### config.mk
export PLATFORM = sky130hd
export DESIGN_NAME = mem_arbiter_flat
export DESIGN_NICKNAME = d
export VERILOG_FILES = /design/src/rtl/mem_arbiter_pkg.sv /design/src/rtl/mem_arbiter_if.sv /design/src/rtl/mem_arbiter_rr_arb2.sv /design/src/rtl/mem_arbiter.sv /design/src/flat_wrapper.sv
export SDC_FILE = /design/constraint.sdc
export NUM_CORES = 1
export LEC_CHECK = 0
export ABC_AREA = 1
export CAP_MARGIN = 40
export CORE_ASPECT_RATIO = 1.25
export CORE_UTILIZATION = 38
export CTS_CLUSTER_SIZE = 12
export DETAILED_ROUTE_END_ITERATION = 12
export PLACE_DENSITY = 0.78
export SLEW_MARGIN = 20
export SYNTH_ARGS = -nofsm -noshare
export SYNTH_HDL_FRONTEND = slang
export SYNTH_SLANG_ARGS = --single-unit
export TNS_END_PERCENT = 20
### constraint.sdc
create_clock -name clk -period 3.43 [get_ports clk]
set_clock_uncertainty 0.15 [all_clocks]
set_input_delay 0.5145 -clock clk [delete_from_list [all_inputs] [get_ports clk]]
set_output_delay 0.5145 -clock clk [all_outputs]
set_load 0.03 [all_outputs]
### src/rtl/mem_arbiter_pkg.sv
// Shared types for the two-port memory arbiter: FSM state encoding, requester indices
// and the wait-counter load helper.
package mem_arbiter_pkg;

  typedef enum logic [1:0] {
    IDLE  = 2'd0,
    ISSUE = 2'd1,
    WAIT  = 2'd2,
    ACK   = 2'd3
  } state_t;

  typedef enum logic {
    REQ_CPU = 1'b0,
    REQ_DMA = 1'b1
  } req_idx_t;

  // Wide enough to hold RD_LAT-1 for the largest legal latency of 7.
  localparam int CNT_W = 3;

  function automatic logic [CNT_W-1:0] wait_load(input int rd_lat);
    return (rd_lat > 0) ? CNT_W'(rd_lat - 1) : '0;
  endfunction

endpackage

### src/rtl/mem_arbiter_if.sv
// Bus bundle for the arbiter: CPU and DMA request/ack groups plus the memory macro port.
// slave = arbiter side, master = requester/memory side.
interface mem_arbiter_if #(
  parameter int AW = 32,
  parameter int DW = 32
);
  logic          cpu_req;
  logic          cpu_wr;
  logic [AW-1:0] cpu_addr;
  logic [DW-1:0] cpu_wdata;
  logic          cpu_ack;
  logic [DW-1:0] cpu_rdata;

  logic          dma_req;
  logic          dma_wr;
  logic [AW-1:0] dma_addr;
  logic [DW-1:0] dma_wdata;
  logic          dma_ack;
  logic [DW-1:0] dma_rdata;

  logic [AW-1:0] mem_addr;
  logic [DW-1:0] mem_din;
  logic          mem_wren;
  logic [DW-1:0] mem_dout;

  modport slave (
    input  cpu_req, cpu_wr, cpu_addr, cpu_wdata,
    output cpu_ack, cpu_rdata,
    input  dma_req, dma_wr, dma_addr, dma_wdata,
    output dma_ack, dma_rdata,
    output mem_addr, mem_din, mem_wren,
    input  mem_dout
  );

  modport master (
    output cpu_req, cpu_wr, cpu_addr, cpu_wdata,
    input  cpu_ack, cpu_rdata,
    output dma_req, dma_wr, dma_addr, dma_wdata,
    input  dma_ack, dma_rdata,
    input  mem_addr, mem_din, mem_wren,
    output mem_dout
  );
endinterface

### src/rtl/mem_arbiter_rr_arb2.sv
// Combinational two-way round-robin picker: a lone requester wins, a tie goes to the
// requester that was not granted last.
module rr_arb2
  import mem_arbiter_pkg::*;
(
  input  logic [1:0] req,
  input  req_idx_t   last,
  output req_idx_t   gnt_idx,
  output logic       any
);

  always_comb begin
    any     = |req;
    gnt_idx = REQ_CPU;
    case (req)
      2'b01:   gnt_idx = REQ_CPU;
      2'b10:   gnt_idx = REQ_DMA;
      2'b11:   gnt_idx = (last == REQ_CPU) ? REQ_DMA : REQ_CPU;
      default: gnt_idx = REQ_CPU;
    endcase
  end

endmodule

### src/rtl/mem_arbiter.sv
// Two-port round-robin arbiter sharing one code/data memory between the CPU and a
// DMA/loader engine; request/ack handshake per port, memory read latency RD_LAT (0..7).
module mem_arbiter
  import mem_arbiter_pkg::*;
#(
  parameter int AW     = 32,
  parameter int DW     = 32,
  parameter int RD_LAT = 1
) (
  input  logic         clk,
  input  logic         rst,
  mem_arbiter_if.slave bus,
  output logic         busy
);

  state_t           state_reg, state_next;
  logic [CNT_W-1:0] cnt_reg, cnt_next;
  req_idx_t         last_reg, last_next;
  req_idx_t         sel_reg, sel_next;
  logic             wr_reg, wr_next;
  logic [AW-1:0]    addr_reg, addr_next;
  logic [DW-1:0]    wdata_reg, wdata_next;
  logic [DW-1:0]    rdata_reg, rdata_next;

  req_idx_t gnt_idx;
  logic     any_req;

  rr_arb2 u_rr_arb2 (
    .req     ({bus.dma_req, bus.cpu_req}),
    .last    (last_reg),
    .gnt_idx (gnt_idx),
    .any     (any_req)
  );

  always_ff @(posedge clk or posedge rst) begin
    if (rst) begin
      state_reg <= IDLE;
      cnt_reg   <= '0;
      last_reg  <= REQ_DMA;
      sel_reg   <= REQ_CPU;
      wr_reg    <= 1'b0;
      addr_reg  <= '0;
      wdata_reg <= '0;
      rdata_reg <= '0;
    end else begin
      state_reg <= state_next;
      cnt_reg   <= cnt_next;
      last_reg  <= last_next;
      sel_reg   <= sel_next;
      wr_reg    <= wr_next;
      addr_reg  <= addr_next;
      wdata_reg <= wdata_next;
      rdata_reg <= rdata_next;
    end
  end

  always_comb begin
    state_next = state_reg;
    cnt_next   = cnt_reg;
    last_next  = last_reg;
    sel_next   = sel_reg;
    wr_next    = wr_reg;
    addr_next  = addr_reg;
    wdata_next = wdata_reg;
    rdata_next = rdata_reg;

    bus.mem_addr  = '0;
    bus.mem_din   = '0;
    bus.mem_wren  = 1'b0;
    bus.cpu_ack   = 1'b0;
    bus.cpu_rdata = '0;
    bus.dma_ack   = 1'b0;
    bus.dma_rdata = '0;
    busy          = (state_reg != IDLE);

    case (state_reg)
      IDLE: begin
        if (any_req) begin
          sel_next   = gnt_idx;
          last_next  = gnt_idx;
          wr_next    = (gnt_idx == REQ_DMA) ? bus.dma_wr    : bus.cpu_wr;
          addr_next  = (gnt_idx == REQ_DMA) ? bus.dma_addr  : bus.cpu_addr;
          wdata_next = (gnt_idx == REQ_DMA) ? bus.dma_wdata : bus.cpu_wdata;
          // Write acks return zero data rather than a stale earlier read.
          rdata_next = '0;
          state_next = ISSUE;
        end
      end
      ISSUE: begin
        bus.mem_addr = addr_reg;
        bus.mem_din  = wdata_reg;
        bus.mem_wren = wr_reg;
        if (wr_reg) begin
          state_next = ACK;
        end else if (RD_LAT == 0) begin
          rdata_next = bus.mem_dout;
          state_next = ACK;
        end else begin
          cnt_next   = wait_load(RD_LAT);
          state_next = WAIT;
        end
      end
      WAIT: begin
        bus.mem_addr = addr_reg;
        bus.mem_din  = wdata_reg;
        if (cnt_reg == '0) begin
          rdata_next = bus.mem_dout;
          state_next = ACK;
        end else begin
          cnt_next = cnt_reg - 1'b1;
        end
      end
      ACK: begin
        if (sel_reg == REQ_CPU) begin
          bus.cpu_ack   = 1'b1;
          bus.cpu_rdata = rdata_reg;
        end else begin
          bus.dma_ack   = 1'b1;
          bus.dma_rdata = rdata_reg;
        end
        // One forced IDLE cycle keeps a just-acked request from being re-granted.
        state_next = IDLE;
      end
      default: state_next = IDLE;
    endcase
  end

endmodule

### src/flat_wrapper.sv
// flat-port wrapper written by rule: the top's interface ports become plain ports
module mem_arbiter_flat import mem_arbiter_pkg::*;
#(
  parameter int AW     = 32,
  parameter int DW     = 32,
  parameter int RD_LAT = 1
)
  (clk, rst, busy, bus_cpu_req, bus_cpu_wr, bus_cpu_addr, bus_cpu_wdata, bus_cpu_ack, bus_cpu_rdata, bus_dma_req, bus_dma_wr, bus_dma_addr, bus_dma_wdata, bus_dma_ack, bus_dma_rdata, bus_mem_addr, bus_mem_din, bus_mem_wren, bus_mem_dout);
  mem_arbiter_if #(.AW(AW), .DW(DW)) bus_i ();
  input  logic clk;
  input  logic rst;
  output logic busy;
  input wire logic [$bits(bus_i.cpu_req)-1:0] bus_cpu_req;
  input wire logic [$bits(bus_i.cpu_wr)-1:0] bus_cpu_wr;
  input wire logic [$bits(bus_i.cpu_addr)-1:0] bus_cpu_addr;
  input wire logic [$bits(bus_i.cpu_wdata)-1:0] bus_cpu_wdata;
  output wire logic [$bits(bus_i.cpu_ack)-1:0] bus_cpu_ack;
  output wire logic [$bits(bus_i.cpu_rdata)-1:0] bus_cpu_rdata;
  input wire logic [$bits(bus_i.dma_req)-1:0] bus_dma_req;
  input wire logic [$bits(bus_i.dma_wr)-1:0] bus_dma_wr;
  input wire logic [$bits(bus_i.dma_addr)-1:0] bus_dma_addr;
  input wire logic [$bits(bus_i.dma_wdata)-1:0] bus_dma_wdata;
  output wire logic [$bits(bus_i.dma_ack)-1:0] bus_dma_ack;
  output wire logic [$bits(bus_i.dma_rdata)-1:0] bus_dma_rdata;
  output wire logic [$bits(bus_i.mem_addr)-1:0] bus_mem_addr;
  output wire logic [$bits(bus_i.mem_din)-1:0] bus_mem_din;
  output wire logic [$bits(bus_i.mem_wren)-1:0] bus_mem_wren;
  input wire logic [$bits(bus_i.mem_dout)-1:0] bus_mem_dout;
  assign bus_i.cpu_req = bus_cpu_req;
  assign bus_i.cpu_wr = bus_cpu_wr;
  assign bus_i.cpu_addr = bus_cpu_addr;
  assign bus_i.cpu_wdata = bus_cpu_wdata;
  assign bus_cpu_ack = bus_i.cpu_ack;
  assign bus_cpu_rdata = bus_i.cpu_rdata;
  assign bus_i.dma_req = bus_dma_req;
  assign bus_i.dma_wr = bus_dma_wr;
  assign bus_i.dma_addr = bus_dma_addr;
  assign bus_i.dma_wdata = bus_dma_wdata;
  assign bus_dma_ack = bus_i.dma_ack;
  assign bus_dma_rdata = bus_i.dma_rdata;
  assign bus_mem_addr = bus_i.mem_addr;
  assign bus_mem_din = bus_i.mem_din;
  assign bus_mem_wren = bus_i.mem_wren;
  assign bus_i.mem_dout = bus_mem_dout;
  mem_arbiter #(.AW(AW), .DW(DW), .RD_LAT(RD_LAT)) u_core (.clk(clk), .rst(rst), .bus(bus_i), .busy(busy));
endmodule
After elaboration in Yosys (flattened, before gate mapping):

Cells that the tools add are included.

* bits in registers: 104
* bits in latches: 0
* word-level logic and storage cells: 55
* bits in read-only memories: 0
* output and inout bits: 132
* input bits: 166
* memories kept: 0
* memory bits (writable): 0

* div/mod/pow operators: 0
* magnitude comparators: 0
* shift operators: 0
* bitwise operators: 0
* multipliers: 0
* equal/unequal tests: 9
* muxes and demuxes: 26
* reduce and logical (&&, ||, !) cells: 11
* add/subtract/negate cells: 1

Operator list (count)
* 2-to-1 mux 32 bit: 10
* one-hot mux 32 bit (2 select lines): 1
* == test 2 bit (second input constant): 4
* 2-to-1 mux 1 bit: 8
* one-hot mux 2 bit (4 select lines): 1
* 2-to-1 mux 3 bit: 2
* one-hot mux 3 bit (2 select lines): 1
* AND reduction 3 bit: 2
* nonzero test 2 bit: 3
* 2-to-1 mux 2 bit: 2
* != test 2 x 1 -> 1 bit (second input constant): 2
* != test 2 bit (second input constant): 2
* AND reduction 2 bit: 2
* OR reduction 2 bit: 2
* logical NOT 3 bit: 1
* subtractor 3 x 1 -> 3 bit (second input constant): 1
* == test 2 x 1 -> 1 bit (second input constant): 1
* logical NOT 2 bit: 1
* one-hot mux 1 bit (2 select lines): 1

Depth between registers and ports, before layout:

* depth after elaboration: 3
* depth in mapped cells: 9
* depth with buffers taken out: 8

Modules after synthesis:

Synthesis repeated with hierarchy kept, for this count alone.

* cell total of the unflattened synthesis: 877
* area, all modules: 6170.9 um^2

By module, submodules not included
* mem_arbiter: area each 6155.9 um^2, seq. area each 2603.7 um^2, instances 1, cells each 874
* rr_arb2: area each 15.0 um^2, seq. area each 0.0 um^2, instances 1, cells each 3

Worst setup path before layout:

OpenSTA, ideal clock, no wires.

* path kind: reg2out
* from: reg u_core.state_reg[0]
* to: out bus_mem_addr[24]
* data required time: 2765 ps
* path slack: 1241 ps
* cell stages (with the launch flop): 7
* data arrival time: 1525 ps
* cells stage by stage: dfrtp_1 > inv_1 > ha_1 > buf_2 > buf_1 > nand2_1 > inv_1

* word-level cells in the longest chain between the ends: 3
* elaborated cells between the ends (all ways): 4
* those cells by class: 2 x eq/ne; 1 x mux; 1 x reduce/logical

RTL lines
* start: declaration: RTL line mem_arbiter.sv:16 `state_t state_reg, state_next;`
* start signal: assignment: RTL line mem_arbiter.sv:46 `state_reg <= state_next;`
* == test 2 x 1 -> 1 bit or == test 2 bit (tied branches): RTL line mem_arbiter.sv:76 `case (state_reg)`
* OR reduction 2 bit (no source line) (*)
* 2-to-1 mux 32 bit (*): RTL line mem_arbiter.sv:76
* end: declaration: RTL line flat_wrapper.sv:25 `output wire logic [$bits(bus_i.mem_addr)-1:0] bus_mem_addr;`

Mark *: on every way between the ends. The rest lies on a longest branch, timed or not.

Worst setup path in the final report:

* from: reg u_core.state_reg[1]
* to: out bus_mem_din[26]

* word-level cells in the longest chain between the ends: 3
* elaborated cells between the ends (all ways): 4
* those cells by class: 2 x eq/ne; 1 x mux; 1 x reduce/logical

RTL lines
* == test 2 x 1 -> 1 bit or == test 2 bit (tied branches): RTL line mem_arbiter.sv:76
* OR reduction 2 bit (no source line) (*)
* 2-to-1 mux 32 bit (*): RTL line mem_arbiter.sv:76
* end: declaration: RTL line flat_wrapper.sv:26 `output wire logic [$bits(bus_i.mem_din)-1:0] bus_mem_din;`

Marked as above.

==> results.tsv <==
metric	value	unit
status	finished, final reports clean	
grtUsageMet2	42.7	%
post-route-drc-count	0	
synthSimpleGateAreaFrac	41.7	%
cts_setup_buffers	0	
ant_nets	0	
synth_area_leaders	dfrtp_1, nand2_1, inv_1, nand3_1, nand3b_1	
pwr-share-comb	63.2	%
start_kind	flip-flop	
cp.arrival	2400	ps
vias	6619	
fin_tns_setup	0	ps
yosysSeqAreaShare	41.8	%
insertion_delay	340	ps
drt_wl_total	19.3	mm
regArea	2600	sq um
grt_pass1_vias	6368	
grt_first_pass_wirelength	30.7	mm
hold_violations	0	
viasPerCell	4.65	
fmax	326	MHz
switching_share	49.3	%
grt_max_degree	67	
netlist.top_cell.by_area	dfrtp_1	
synth_top_cells_by_count	nand2_1, inv_1, dfrtp_1, nand3_1, nor2_1	
rsz0062_at_grt	false	
first_iter_violations	325	
hold_path.class	flip-flop to flip-flop	
grt_usage	23.1	%
yosysUniqueCellTypes	18	
ioPinCount	298	
top_usage_layer	met2	
synth_top_family_by_area	simple AND/OR/NAND/NOR gates	
cts_buffer_depth	2	
post-route-period-util	89.4	%
p_sw	0.00417	W
synth_top_area_share	41.4	%
p_clk_share	12.0	%
critPathRequiredTime	2770	ps
path_class	flip-flop to output pin	
antenna-diode-count	0	
place_area	9360	sq um
die_x	117	um
rows	52	
synth_most_common_cell	nand2_1	
dp_hpwl	13.7	mm
cts_resized	0	
p_int	0.00429	W
p_per_area	877	nW/um^2
syn_area_per_cell	6.64	sq um
utilization	59.8	%
synth_cells	938	
cts_root_buffer	clkbuf_16	
timing.hold.ws	323	ps
fin_nets	1375	
numCtsBuffers	9	
multi_input_area	2710	sq um
ys_warn_count	0	
globalplace.congestion	0.833	
total_power	0.00846	W
use_met1	25.8	%
num-fill-cells	1530	
h-tree-depth	3	
maxSlewViolCount	0	
cp-end-kind	output pin	
dieArea	16900	sq um
max-cap-violations	0	
cts_tree	yes	
mappedNetlistNets	1111	
clk_pin_slew	70	ps
detail_route.wl_per_cell	13.6	um
ctsHoldBuffers	0	
synth-adder-area-share	1.41	%
initial_utilization	38.6	%
p_leak	5.10	nW
period_minus_slack	3070	ps
first_pass_iters	5	
synth-main-ff-cell	dfrtp_1	
pwr-share-seq	24.9	%
synth_edf_count	0	
synth_seq_cells	104	
synth_area	6230	sq um
die_h	145	um
grt_util_met3	3.97	%
design.core.area	16100	sq um
ir_worst_vdd	0.000444	V
drive_gt1_share	3.23	%
clock-sinks	104	
synth_xor_area_share	0	%
design_area	9650	sq um
cp_max_fo	34	
slew_headroom	51.3	%
synth_async_sr_flop_share	100	%
setup_violations	0	
areaGrowthSynthToFinish	54.9	%
synth_compound_area_share	0.161	%
worst_slew_pin_slew	731	ps
portBuffers	297	
gr-total-overflow	0	
antenna_found_initial	0	
synth.area.mux_share	0	%
## logic make-up (layout without fill, tap and decap cells)
logic type | count (synthesis) | after routing
buf+inv | 233 | 502
flops | 104 | 104
fa+ha+maj | 7 | 7
simple gates | 592 | 592
compound gates | 2 | 2
## worst max-delay path, cell delays in order, from the launching register on
cell and delay [ps]:
dfrtp_1 420, inv_1 100, ha_2 330, buf_4 340
nand2_1 90, inv_1 60, clkdlybuf4s50_1 710
## power by group through the flow
stage | Clock [W] | Combinational [W] | Sequential (W)
finish | 0.00101 | 0.00534 | 0.00211
global route | 0.00109 | 0.00586 | 0.00217
CTS | 0.00104 | 0.00540 | 0.00210
detailed placement | 0 | 0.00537 | 0.00212
global placement | 0 | 0.00530 | 0.00210
floorplan | 0 | 0.00344 | 0.00203
## cells in the final DEF, fill, tap and decap left out
cell / netlist / routed
nor2_1: 67 / 67
inv_8: 0 / 1
inv_2: 1 / 1
buf_12: 0 / 4
dfrtp_1: 103 / 103
clkdlybuf4s50_1: 0 / 296
nor2_4: 0 / 1
buf_4: 6 / 9
nand2_2: 1 / 3
dfstp_2: 1 / 1
inv_6: 0 / 1
ha_2: 0 / 1
nand3b_1: 64 / 64
inv_4: 0 / 1
clkinvlp_4: 0 / 3
nand2_1: 357 / 355
clkinv_4: 0 / 1
inv_1: 175 / 174
nand3_2: 1 / 1
a21oi_1: 1 / 1
ha_1: 7 / 6
clkbuf_16: 0 / 9
clkbuf_8: 0 / 1
buf_2: 26 / 1
nand3_1: 101 / 101
o21ai_0: 1 / 1
## metrics by stage
stage               worst slack [ps]  cells
finish                           363   1423
global route                     209   1423
CTS                              337   1423
detailed placement               701   1407
global placement                 733   1407
floorplan                       35.0    938
## worst paths after layout
path	from	end	slack, ps	depth (start not counted)
min in group asynchronous	rst	u_core.rdata_reg[20]$_DFFE_PP0P_	410	2
setup reg to reg	u_core.state_reg[0]$_DFFE_PP0P_	u_core.addr_reg[1]$_DFFE_PP0P_	1270	7
max in group asynchronous	rst	u_core.wdata_reg[28]$_DFFE_PP0P_	2030	3
hold / removal	u_core.rdata_reg[16]$_DFFE_PP0P_	u_core.rdata_reg[16]$_DFFE_PP0P_	320	2
setup / recovery	u_core.state_reg[1]$_DFFE_PP0P_	bus_mem_din[26]	360	6
hold reg to reg	u_core.rdata_reg[16]$_DFFE_PP0P_	u_core.rdata_reg[16]$_DFFE_PP0P_	320	2
## cell type report
type,count,share of cell area (%)
Sequential cell,104,27.0
Timing Repair Buffer,310,32.3
Inverter,176,6.87
Clock buffer,10,2.48
Clock inverter,6,0.531
Tap cell,216,2.80
Multi-Input combinational cell,601,28.1
## layer usage
| layer | vias up | wire length, um |
|---|---|---|
| li1 | 3298 | - |
| met1 | 3069 | 7550 |
| met2 | 219 | 9980 |
| met3 | 33 | 1250 |
| met4 | 0 | 547 |
| met5 | - | 0 |
No activity file was read; power rests on OpenSTA's default activity.
